--- src/rtl/pipe_hazard_sched.sv ---
// Purpose: central stall/flush scheduler for the 5-stage pipeline (load-use, redirects, variable-latency data memory).
// Latency: control outputs are combinational from state and inputs; state, wait and stall counters update on reloj.
// Backpressure: a pending mem_access without mem_ack freezes every pipeline register until ack or watchdog timeout.
module pipe_hazard_sched #(
  parameter int MEM_TIMEOUT = 255,
  parameter int CNT_W       = 16
) (
  input  logic             reloj,
  input  logic             resetM,
  input  logic [4:0]       id_rs,
  input  logic [4:0]       id_rt,
  input  logic             id_uses_rs,
  input  logic             id_uses_rt,
  input  logic             ex_mem_rd,
  input  logic [4:0]       ex_dest,
  input  logic [1:0]       id_sel_dir,
  input  logic             mem_access,
  input  logic             mem_ack,
  output logic             pc_en,
  output logic             if_id_en,
  output logic             if_id_flush,
  output logic             id_ex_en,
  output logic             id_ex_bubble,
  output logic             ex_mem_en,
  output logic             mem_wb_bubble,
  output logic             mem_timeout,
  output logic [CNT_W-1:0] stall_cnt
);

  localparam int WC_W = (MEM_TIMEOUT < 2) ? 1 : $clog2(MEM_TIMEOUT + 1);
  localparam logic [WC_W-1:0] WAIT_LIMIT = WC_W'(MEM_TIMEOUT);

  typedef enum logic [1:0] {
    S_INIT     = 2'd0,
    S_RUN      = 2'd1,
    S_MEM_WAIT = 2'd2,
    S_ERROR    = 2'd3
  } state_t;

  // One bit per pipeline-register control, in output port order.
  typedef struct packed {
    logic pc_en;
    logic if_id_en;
    logic if_id_flush;
    logic id_ex_en;
    logic id_ex_bubble;
    logic ex_mem_en;
    logic mem_wb_bubble;
  } ctl_t;

  localparam ctl_t CTL_FREEZE = '{pc_en: 1'b0, if_id_en: 1'b0, if_id_flush: 1'b0, id_ex_en: 1'b0,
                                  id_ex_bubble: 1'b0, ex_mem_en: 1'b0, mem_wb_bubble: 1'b1};
  localparam ctl_t CTL_NORMAL = '{pc_en: 1'b1, if_id_en: 1'b1, if_id_flush: 1'b0, id_ex_en: 1'b1,
                                  id_ex_bubble: 1'b0, ex_mem_en: 1'b1, mem_wb_bubble: 1'b0};

  state_t          state, state_nxt;
  logic [WC_W-1:0] wait_cnt, wait_cnt_nxt;
  ctl_t            ctl;
  logic            load_use;
  logic            redirect;

  // Register 0 is hard-wired, so a load targeting it never blocks the consumer.
  assign load_use = ex_mem_rd && (ex_dest != 5'd0) &&
                    ((id_uses_rs && (id_rs == ex_dest)) || (id_uses_rt && (id_rt == ex_dest)));
  assign redirect = (id_sel_dir != 2'b00);

  // Pipeline-advance controls: a load-use stall holds PC/IF-ID and injects a bubble,
  // and it suppresses any redirect until the stalled instruction is retried.
  function automatic ctl_t advance_ctl(input logic hz, input logic rd);
    ctl_t c;
    c = CTL_NORMAL;
    if (hz) begin
      c.pc_en        = 1'b0;
      c.if_id_en     = 1'b0;
      c.id_ex_bubble = 1'b1;
    end else if (rd) begin
      c.if_id_flush  = 1'b1;
    end
    return c;
  endfunction

  // Next-state, wait watchdog and per-cycle pipeline controls.
  always_comb begin
    state_nxt    = state;
    wait_cnt_nxt = wait_cnt;
    ctl          = CTL_FREEZE;
    unique case (state)
      S_INIT: begin
        ctl.if_id_flush  = 1'b1;
        ctl.id_ex_bubble = 1'b1;
        state_nxt        = S_RUN;
      end
      S_RUN: begin
        if (mem_access && !mem_ack) begin
          state_nxt    = S_MEM_WAIT;
          wait_cnt_nxt = WC_W'(1);
        end else begin
          ctl = advance_ctl(load_use, redirect);
        end
      end
      S_MEM_WAIT: begin
        if (mem_ack) begin
          ctl          = advance_ctl(load_use, redirect);
          state_nxt    = S_RUN;
          wait_cnt_nxt = '0;
        end else if (wait_cnt == WAIT_LIMIT) begin
          state_nxt    = S_ERROR;
        end else begin
          wait_cnt_nxt = wait_cnt + 1'b1;
        end
      end
      S_ERROR: begin
        state_nxt = S_ERROR;
      end
      default: begin
        state_nxt = S_INIT;
      end
    endcase
  end

  assign pc_en         = ctl.pc_en;
  assign if_id_en      = ctl.if_id_en;
  assign if_id_flush   = ctl.if_id_flush;
  assign id_ex_en      = ctl.id_ex_en;
  assign id_ex_bubble  = ctl.id_ex_bubble;
  assign ex_mem_en     = ctl.ex_mem_en;
  assign mem_wb_bubble = ctl.mem_wb_bubble;

  // State, watchdog count and sticky timeout flag; reset aborts any pending wait.
  always_ff @(posedge reloj or negedge resetM) begin
    if (!resetM) begin
      state       <= S_INIT;
      wait_cnt    <= '0;
      mem_timeout <= 1'b0;
    end else begin
      state       <= state_nxt;
      wait_cnt    <= wait_cnt_nxt;
      mem_timeout <= (state_nxt == S_ERROR);
    end
  end

  // Saturating count of cycles in which the PC did not advance.
  always_ff @(posedge reloj or negedge resetM) begin
    if (!resetM) begin
      stall_cnt <= '0;
    end else if (!ctl.pc_en && (stall_cnt != {CNT_W{1'b1}})) begin
      stall_cnt <= stall_cnt + 1'b1;
    end
  end

endmodule

--- config.mk ---
export PLATFORM = sky130hd
export DESIGN_NAME = pipe_hazard_sched
export DESIGN_NICKNAME = d
export VERILOG_FILES = /design/src/rtl/pipe_hazard_sched.sv
export SDC_FILE = /design/constraint.sdc
export NUM_CORES = 1
export LEC_CHECK = 0
export BUFFER_PORTS_ARGS = -buffer_cell sky130_fd_sc_hd__buf_4
export CELL_PAD_IN_SITES_DETAIL_PLACEMENT = 0
export CELL_PAD_IN_SITES_GLOBAL_PLACEMENT = 1
export CORE_ASPECT_RATIO = 0.6
export CORE_MARGIN = 2
export CORE_UTILIZATION = 40
export DETAILED_ROUTE_END_ITERATION = 10
export GPL_ROUTABILITY_DRIVEN = 0
export PLACE_DENSITY_LB_ADDON = 0.1
export SLEW_MARGIN = 10
export SYNTH_ARGS = -nofsm -noshare
export SYNTH_HDL_FRONTEND = slang
export SYNTH_SLANG_ARGS = --single-unit
--- constraint.sdc ---
create_clock -name reloj -period 4.4 [get_ports reloj]
set_clock_uncertainty 0.2 [all_clocks]
set_input_delay 0 -clock reloj [delete_from_list [all_inputs] [get_ports reloj]]
set_output_delay 0 -clock reloj [all_outputs]
set_load 0.05 [all_outputs]
==> flow_summary.json, run 1 <==
{
  "status": "finished, violations left",
  "violations": "design-rule violations",
  "tritoncts": "yes",
  "hold_viol": 0,
  "synth_area_um2": 1610,
  "grt-ovfl-total": 0,
  "cp-startpoint": "stall_cnt[0]$_DFFE_PN0P_",
  "synth_nets": 193,
  "reg2reg_depth": 5,
  "rrSetupSlack_ns": 1.67,
  "clkTransAtPathRegs_ns": 0.09,
  "vias": 1362,
  "power.density_nw_per_um2": 207,
  "drcViolationCount": 3,
  "first_pass_iters": 7,
  "cp.required_ns": 4.36,
  "critical_path.endpoint": "stall_cnt[1]$_DFFE_PN0P_",
  "cts_setup_buffers": 0,
  "yosys_warnings": 0,
  "finalSetupViolations": 0,
  "portBuffers": 47,
  "cts.path.max_buffers": 2,
  "cts.repair.resized": 0,
  "synthCells": 163,
  "drive_gt1_share_pct": 27.9,
  "core_um2": 3760,
  "ant_nets": 0,
  "grt_pass1_wl_um": 6010,
  "grt_pass1_vias": 1287,
  "yosysSeqAreaShare_pct": 42.0,
  "synth_cell_type_count": 38,
  "n_antenna_cell": 0,
  "start_kind": "flip-flop",
  "die_y_um": 53.1,
  "cts_sinks": 27,
  "antenna_found_initial": 0,
  "avgSynthCellArea_um2": 9.87,
  "drv_slew": 0,
  "place_hpwl_um": 2850,
  "htreeDepth": 1,
  "grt.total_usage_pct": 17.1,
  "avgViaCountPerCell": 5.20,
  "insertion_delay_ns": 0.27,
  "die_w_um": 85.9,
  "fillers": 333,
  "tns_ns": 0,
  "tightest_slew_ns": 1.22,
  "rows": 17,
  "grt_max_degree": 28,
  "post-route-period-util_pct": 62.1,
  "worst_setup_path_end_kind": "flip-flop",
  "root_buffer": "clkbuf_8",
  "hp-class": "in -> reg",
  "power_mw": 0.433,
  "nets": 246,
  "synth_seq_cells": 27,
  "setup.worst_path.class": "reg -> reg",
  "ys_async_sr_fraction_pct": 100,
  "ys.flop_type": "dfrtp_1",
  "wire_per_inst_um": 14.1,
  "maxCapViolCount": 0,
  "syn2layout_area_growth_pct": 30.2,
  "crit_fanout": 11,
  "slew_headroom_pct": 18.0,
  "fin_crit_ns": 2.73,
  "vdd_drop_max_mv": 0.139,
  "timing.rr.start": "stall_cnt[0]$_DFFE_PN0P_",
  "start_util_pct": 42.7,
  "timing.rr.end": "stall_cnt[1]$_DFFE_PN0P_",
  "max_freq_mhz": 366,
  "drt-total-wl_um": 3690,
  "p_leak_nw": 0.938,
  "drt_iter0_markers": 40,
  "dieArea_um2": 4560,
  "crit_arrival_ns": 2.69,
  "synth_enable_flop_cells": 0,
  "rsz0062_at_grt": "false",
  "numCtsBuffers": 3,
  "boundaryPins": 48
}
-- per-stage QoR --
| stage | utilization, % | hold WS, ns | instance area [um2] | setup WS [ns] | std cells |
|---|---|---|---|---|---|
| 3_3_place_gp | 52.8 | -0.275 | 1990 | 1.83 | 253 |
| 4_1_cts | 55.7 | 0.254 | 2100 | 1.72 | 262 |
| 5_1_grt | 55.7 | 0.332 | 2100 | 1.52 | 262 |
| 6_report | 55.7 | 0.262 | 2100 | 1.67 | 262 |
| 2_1_floorplan | - | -0.496 | 1610 | 1.81 | 163 |
| 3_5_place_dp | 52.8 | -0.267 | 1990 | 1.74 | 253 |
-- final cells by class --
class / count / area (um2) / area share, %
multi-input combinational: 125 / 876 / 41.8
sequential: 27 / 676 / 32.2
timing repair buffer: 52 / 413 / 19.7
tap: 47 / 58.8 / 2.81
clock buffer: 3 / 41.3 / 1.97
inverter: 7 / 26.3 / 1.25
clock inverter: 1 / 5.00 / 0.239
-- how the worst min path moves through the flow --
| stage | startpoint | to | slack [ns] | depth (start not counted) |
|---|---|---|---|---|
| 6_report | ex_mem_rd | stall_cnt[2]$_DFFE_PN0P_ | 0.26 | 6 |
| 5_1_grt | ex_mem_rd | stall_cnt[0]$_DFFE_PN0P_ | 0.33 | 6 |
| 4_1_cts | ex_mem_rd | stall_cnt[2]$_DFFE_PN0P_ | 0.25 | 6 |
| 3_5_place_dp | resetM | wait_cnt[4]$_DFFE_PN0P_ | -0.27 | 1 |
| 3_3_place_gp | resetM | wait_cnt[3]$_DFFE_PN0P_ | -0.27 | 1 |
| 2_1_floorplan | resetM | mem_timeout$_DFF_PN0_ | -0.50 | 0 |
-- flip-flops by register name, indices dropped and copies added (netlist names) --
| signal | flops |
|---|---|
| mem_timeout | 1 |
| stall_cnt | 16 |
| state | 2 |
| wait_cnt | 8 |
-- cells in the final DEF, fill, tap and decap left out, types with 2 or more instances in the layout --
master,Yosys,layout
dlygate4sd3_1,0,4
nand2_1,12,12
dfrtp_1,27,27
xnor2_1,13,13
ha_1,6,6
and2_1,2,2
buf_4,2,47
o22ai_1,2,2
clkbuf_8,0,3
nor4_1,3,3
nor4b_1,3,3
and3_1,5,5
xor2_1,16,16
a21oi_1,4,4
nor3_1,6,6
mux2_2,2,2
o21ai_0,5,5
nand4_1,6,6
nor2b_1,2,2
and4_1,2,2
inv_1,7,7
nand3_1,7,7
nor2_1,14,14
-- power breakdown --
group	leakage, nW	total [mW]	internal [mW]	switching (mW)
clock	0.0255	0.139	0.0634	0.0755
combinational	0.596	0.0443	0.0257	0.0186
sequential	0.316	0.250	0.249	0.000852
total	0.938	0.433	0.338	0.0950
-- cells in the mapped netlist, types with 4 or more instances --
master   number  share of area (%)
ha_1          6                4.7
nor3_1        6                1.9
dfrtp_1      27                 42
inv_1         7                1.6
xor2_1       16                8.7
a21oi_1       4                1.2
nand3_1       7                2.2
nand4_1       6                2.3
nand2_1      12                2.8
xnor2_1      13                7.1
o21ai_0       5                1.6
and3_1        5                1.9
nor2_1       14                3.3
-- routing by layer --
layer  wire length [um]  up-vias  GRT usage, %
li1                   -      684             -
met1               2030      643          25.0
met2               1440       33          25.7
met3                209        2          4.99
met4                  7        0          1.59
met5                  0        -             0
-- cell families after synthesis --
family,after synthesis,share of synthesized area (%)
adder cells (fa/ha/maj),6,4.67
AO/OA/AOI/OAI,20,9.10
AND/OR/NAND/NOR,68,23.5
buffers and inverters,11,3.58
XOR/XNOR,29,15.8
flip-flops,27,42.0
multiplexers,2,1.40
-- critical path: stages, from the launching register on --
cell and delay (ns):
dfrtp_1 0.42, ha_1 0.20, nand4_1 0.25, nor3_1 1.04, nor2_1 0.18, mux2_2 0.33
-- what timing repair did --
action / in CTS / in global routing
hold buffers: 5 / 0
setup endpoints to repair: 0 / 0
endpoints found under the hold margin: 31 / 0
Note: power is estimated with default switching activity, not from simulation.
==> inputs of run 2 (changes only) <==
CORE_UTILIZATION = 35   (was 40)
clock period = 2.4 ns   (was 4.4 ns; I/O delays follow)
==> flow_summary.json, run 2 (synthesis results as in run 1) <==
{
  "drv_slew": 0,
  "status": "complete, no violations",
  "rows": 19,
  "critical_path.endpoint": "stall_cnt[15]$_DFFE_PN0P_",
  "timing.rr.end": "stall_cnt[15]$_DFFE_PN0P_",
  "fin_crit_ns": 2.32,
  "reg2reg_depth": 8,
  "tns_ns": 0,
  "setup.worst_path.class": "reg -> reg",
  "top_register": "stall_cnt",
  "grt_pass1_wl_um": 6980,
  "largest_register_ffs": 16,
  "grt_max_degree": 28,
  "syn2layout_area_growth_pct": 40.5,
  "first_pass_iters": 4,
  "avgViaCountPerCell": 5.01,
  "crit_chain": "inv_1 -> ha_2 -> nor2_4 -> o22ai_2 -> and2_4 -> a21boi_2 -> nor4b_1 -> xor2_1",
  "antenna_found_initial": 0,
  "crit_cells": 8,
  "drt_iter0_markers": 71,
  "path_buf_inv": 1,
  "rrSetupSlack_ns": 0.08,
  "final_cells": 291,
  "max_freq_mhz": 431,
  "final_common_cell": "buf_4",
  "n_antenna_cell": 0,
  "numCtsBuffers": 3,
  "layout_common_cells": "buf_4, dfrtp_1, xor2_1",
  "hold_depth": 6,
  "portBuffers": 47,
  "tritoncts": "yes",
  "grt_pass1_vias": 1464,
  "cts_sinks": 27,
  "start_kind": "flip-flop",
  "worst_setup_path_end_kind": "flip-flop",
  "start_util_pct": 35.8,
  "ant_nets": 0,
  "timing.rr.start": "state[0]$_DFF_PN0_",
  "maxCapViolCount": 0,
  "clkTransAtPathRegs_ns": 0.10,
  "hold_viol": 0,
  "drt-total-wl_um": 4250,
  "cpPeakStageDelay_ns": 0.51,
  "post-route-period-util_pct": 96.7,
  "cp.required_ns": 2.34,
  "finalSetupViolations": 0,
  "cp-startpoint": "state[0]$_DFF_PN0_",
  "reg.largest.list": "stall_cnt: 16 flops, wait_cnt: 8 flops, state: 2 flops",
  "fillers": 423,
  "die_w_um": 91.5,
  "crit_arrival_ns": 2.26,
  "die_y_um": 56.5,
  "critPathSlowestCell": "nor4b_1",
  "drive_gt1_share_pct": 35.1,
  "place_hpwl_um": 3050,
  "dieArea_um2": 5170,
  "vdd_drop_max_mv": 0.213,
  "nets": 259,
  "crit_fanout": 6,
  "grt.total_usage_pct": 16.8,
  "crit_family": "simple AND/OR/NAND/NOR gates",
  "hp-class": "in -> reg",
  "power.density_nw_per_um2": 355,
  "boundaryPins": 48,
  "slew_headroom_pct": 60.8,
  "core_um2": 4490,
  "root_buffer": "clkbuf_8",
  "htreeDepth": 1,
  "wire_per_inst_um": 14.6,
  "cts.path.max_buffers": 2,
  "tightest_slew_ns": 0.588,
  "insertion_delay_ns": 0.27,
  "drcViolationCount": 0,
  "grt-ovfl-total": 0,
  "p_leak_nw": 1.01,
  "vias": 1458,
  "dp_cells": 277
}
==> run 2: worst min path at each step <==
stage,start,end,slack (ns)
2_1_floorplan,resetM,mem_timeout$_DFF_PN0_,-0.50
3_3_place_gp,resetM,stall_cnt[14]$_DFFE_PN0P_,-0.27
3_5_place_dp,resetM,stall_cnt[14]$_DFFE_PN0P_,-0.27
4_1_cts,ex_mem_rd,stall_cnt[2]$_DFFE_PN0P_,0.29
5_1_grt,stall_cnt[10]$_DFFE_PN0P_,stall_cnt[10]$_DFFE_PN0P_,0.33
6_report,ex_mem_rd,stall_cnt[2]$_DFFE_PN0P_,0.28
==> run 2: cell type report <==
| class | instances | area, um2 | area share (%) |
|---|---|---|---|
| Multi-Input combinational cell | 126 | 928 | 41.1 |
| Timing Repair Buffer | 64 | 503 | 22.2 |
| Sequential cell | 27 | 676 | 29.9 |
| Clock inverter | 1 | 7.51 | 0.332 |
| Tap cell | 63 | 78.8 | 3.49 |
| Clock buffer | 3 | 41.3 | 1.83 |
| Inverter | 7 | 26.3 | 1.16 |
==> run 2: tightest hold or removal path, delay by kind of cell <==
family	cells	cell delay, ns
compound gates	3	0.36
buf+inv	2	0.24
simple gates	1	0.12
==> run 2: per-layer routing <==
layer / up-vias / part of all wire [%] / GRT usage [%]
met4: 0 / 0.71 / 3.03
met5: - / 0 / 0
met3: 4 / 3.5 / 3.49
li1: 705 / - / -
met2: 44 / 47 / 25.8
met1: 705 / 49 / 24.7
==> run 2: repair_timing <==
action	4_1_cts	5_1_grt
hold buffers	5	0
gates cloned	1	0
setup buffers	3	1
gates resized for setup	1	7
hold endpoints to repair	30	0
pin swaps	0	2
setup endpoints to repair	7	11
==> run 2: through the flow <==
stage | power (mW) | hold slack, ns | setup WS [ns] | utilization (%) | cell area, um2
2_1_floorplan | 0.491 | -0.496 | 0.0253 | - | 1610
3_3_place_gp | 0.537 | -0.271 | 0.0520 | 46.1 | 2070
5_1_grt | 0.840 | 0.328 | -0.0503 | 50.3 | 2260
6_report | 0.803 | 0.284 | 0.0800 | 50.3 | 2260
4_1_cts | 0.811 | 0.287 | 0.0161 | 49.3 | 2220
3_5_place_dp | 0.540 | -0.267 | -0.0173 | 46.1 | 2070
==> run 2: where the power goes <==
| group | switching, mW | internal, mW |
|---|---|---|
| sequential | 0.00157 | 0.456 |
| clock | 0.145 | 0.118 |
| combinational | 0.0351 | 0.0472 |
| total | 0.182 | 0.621 |
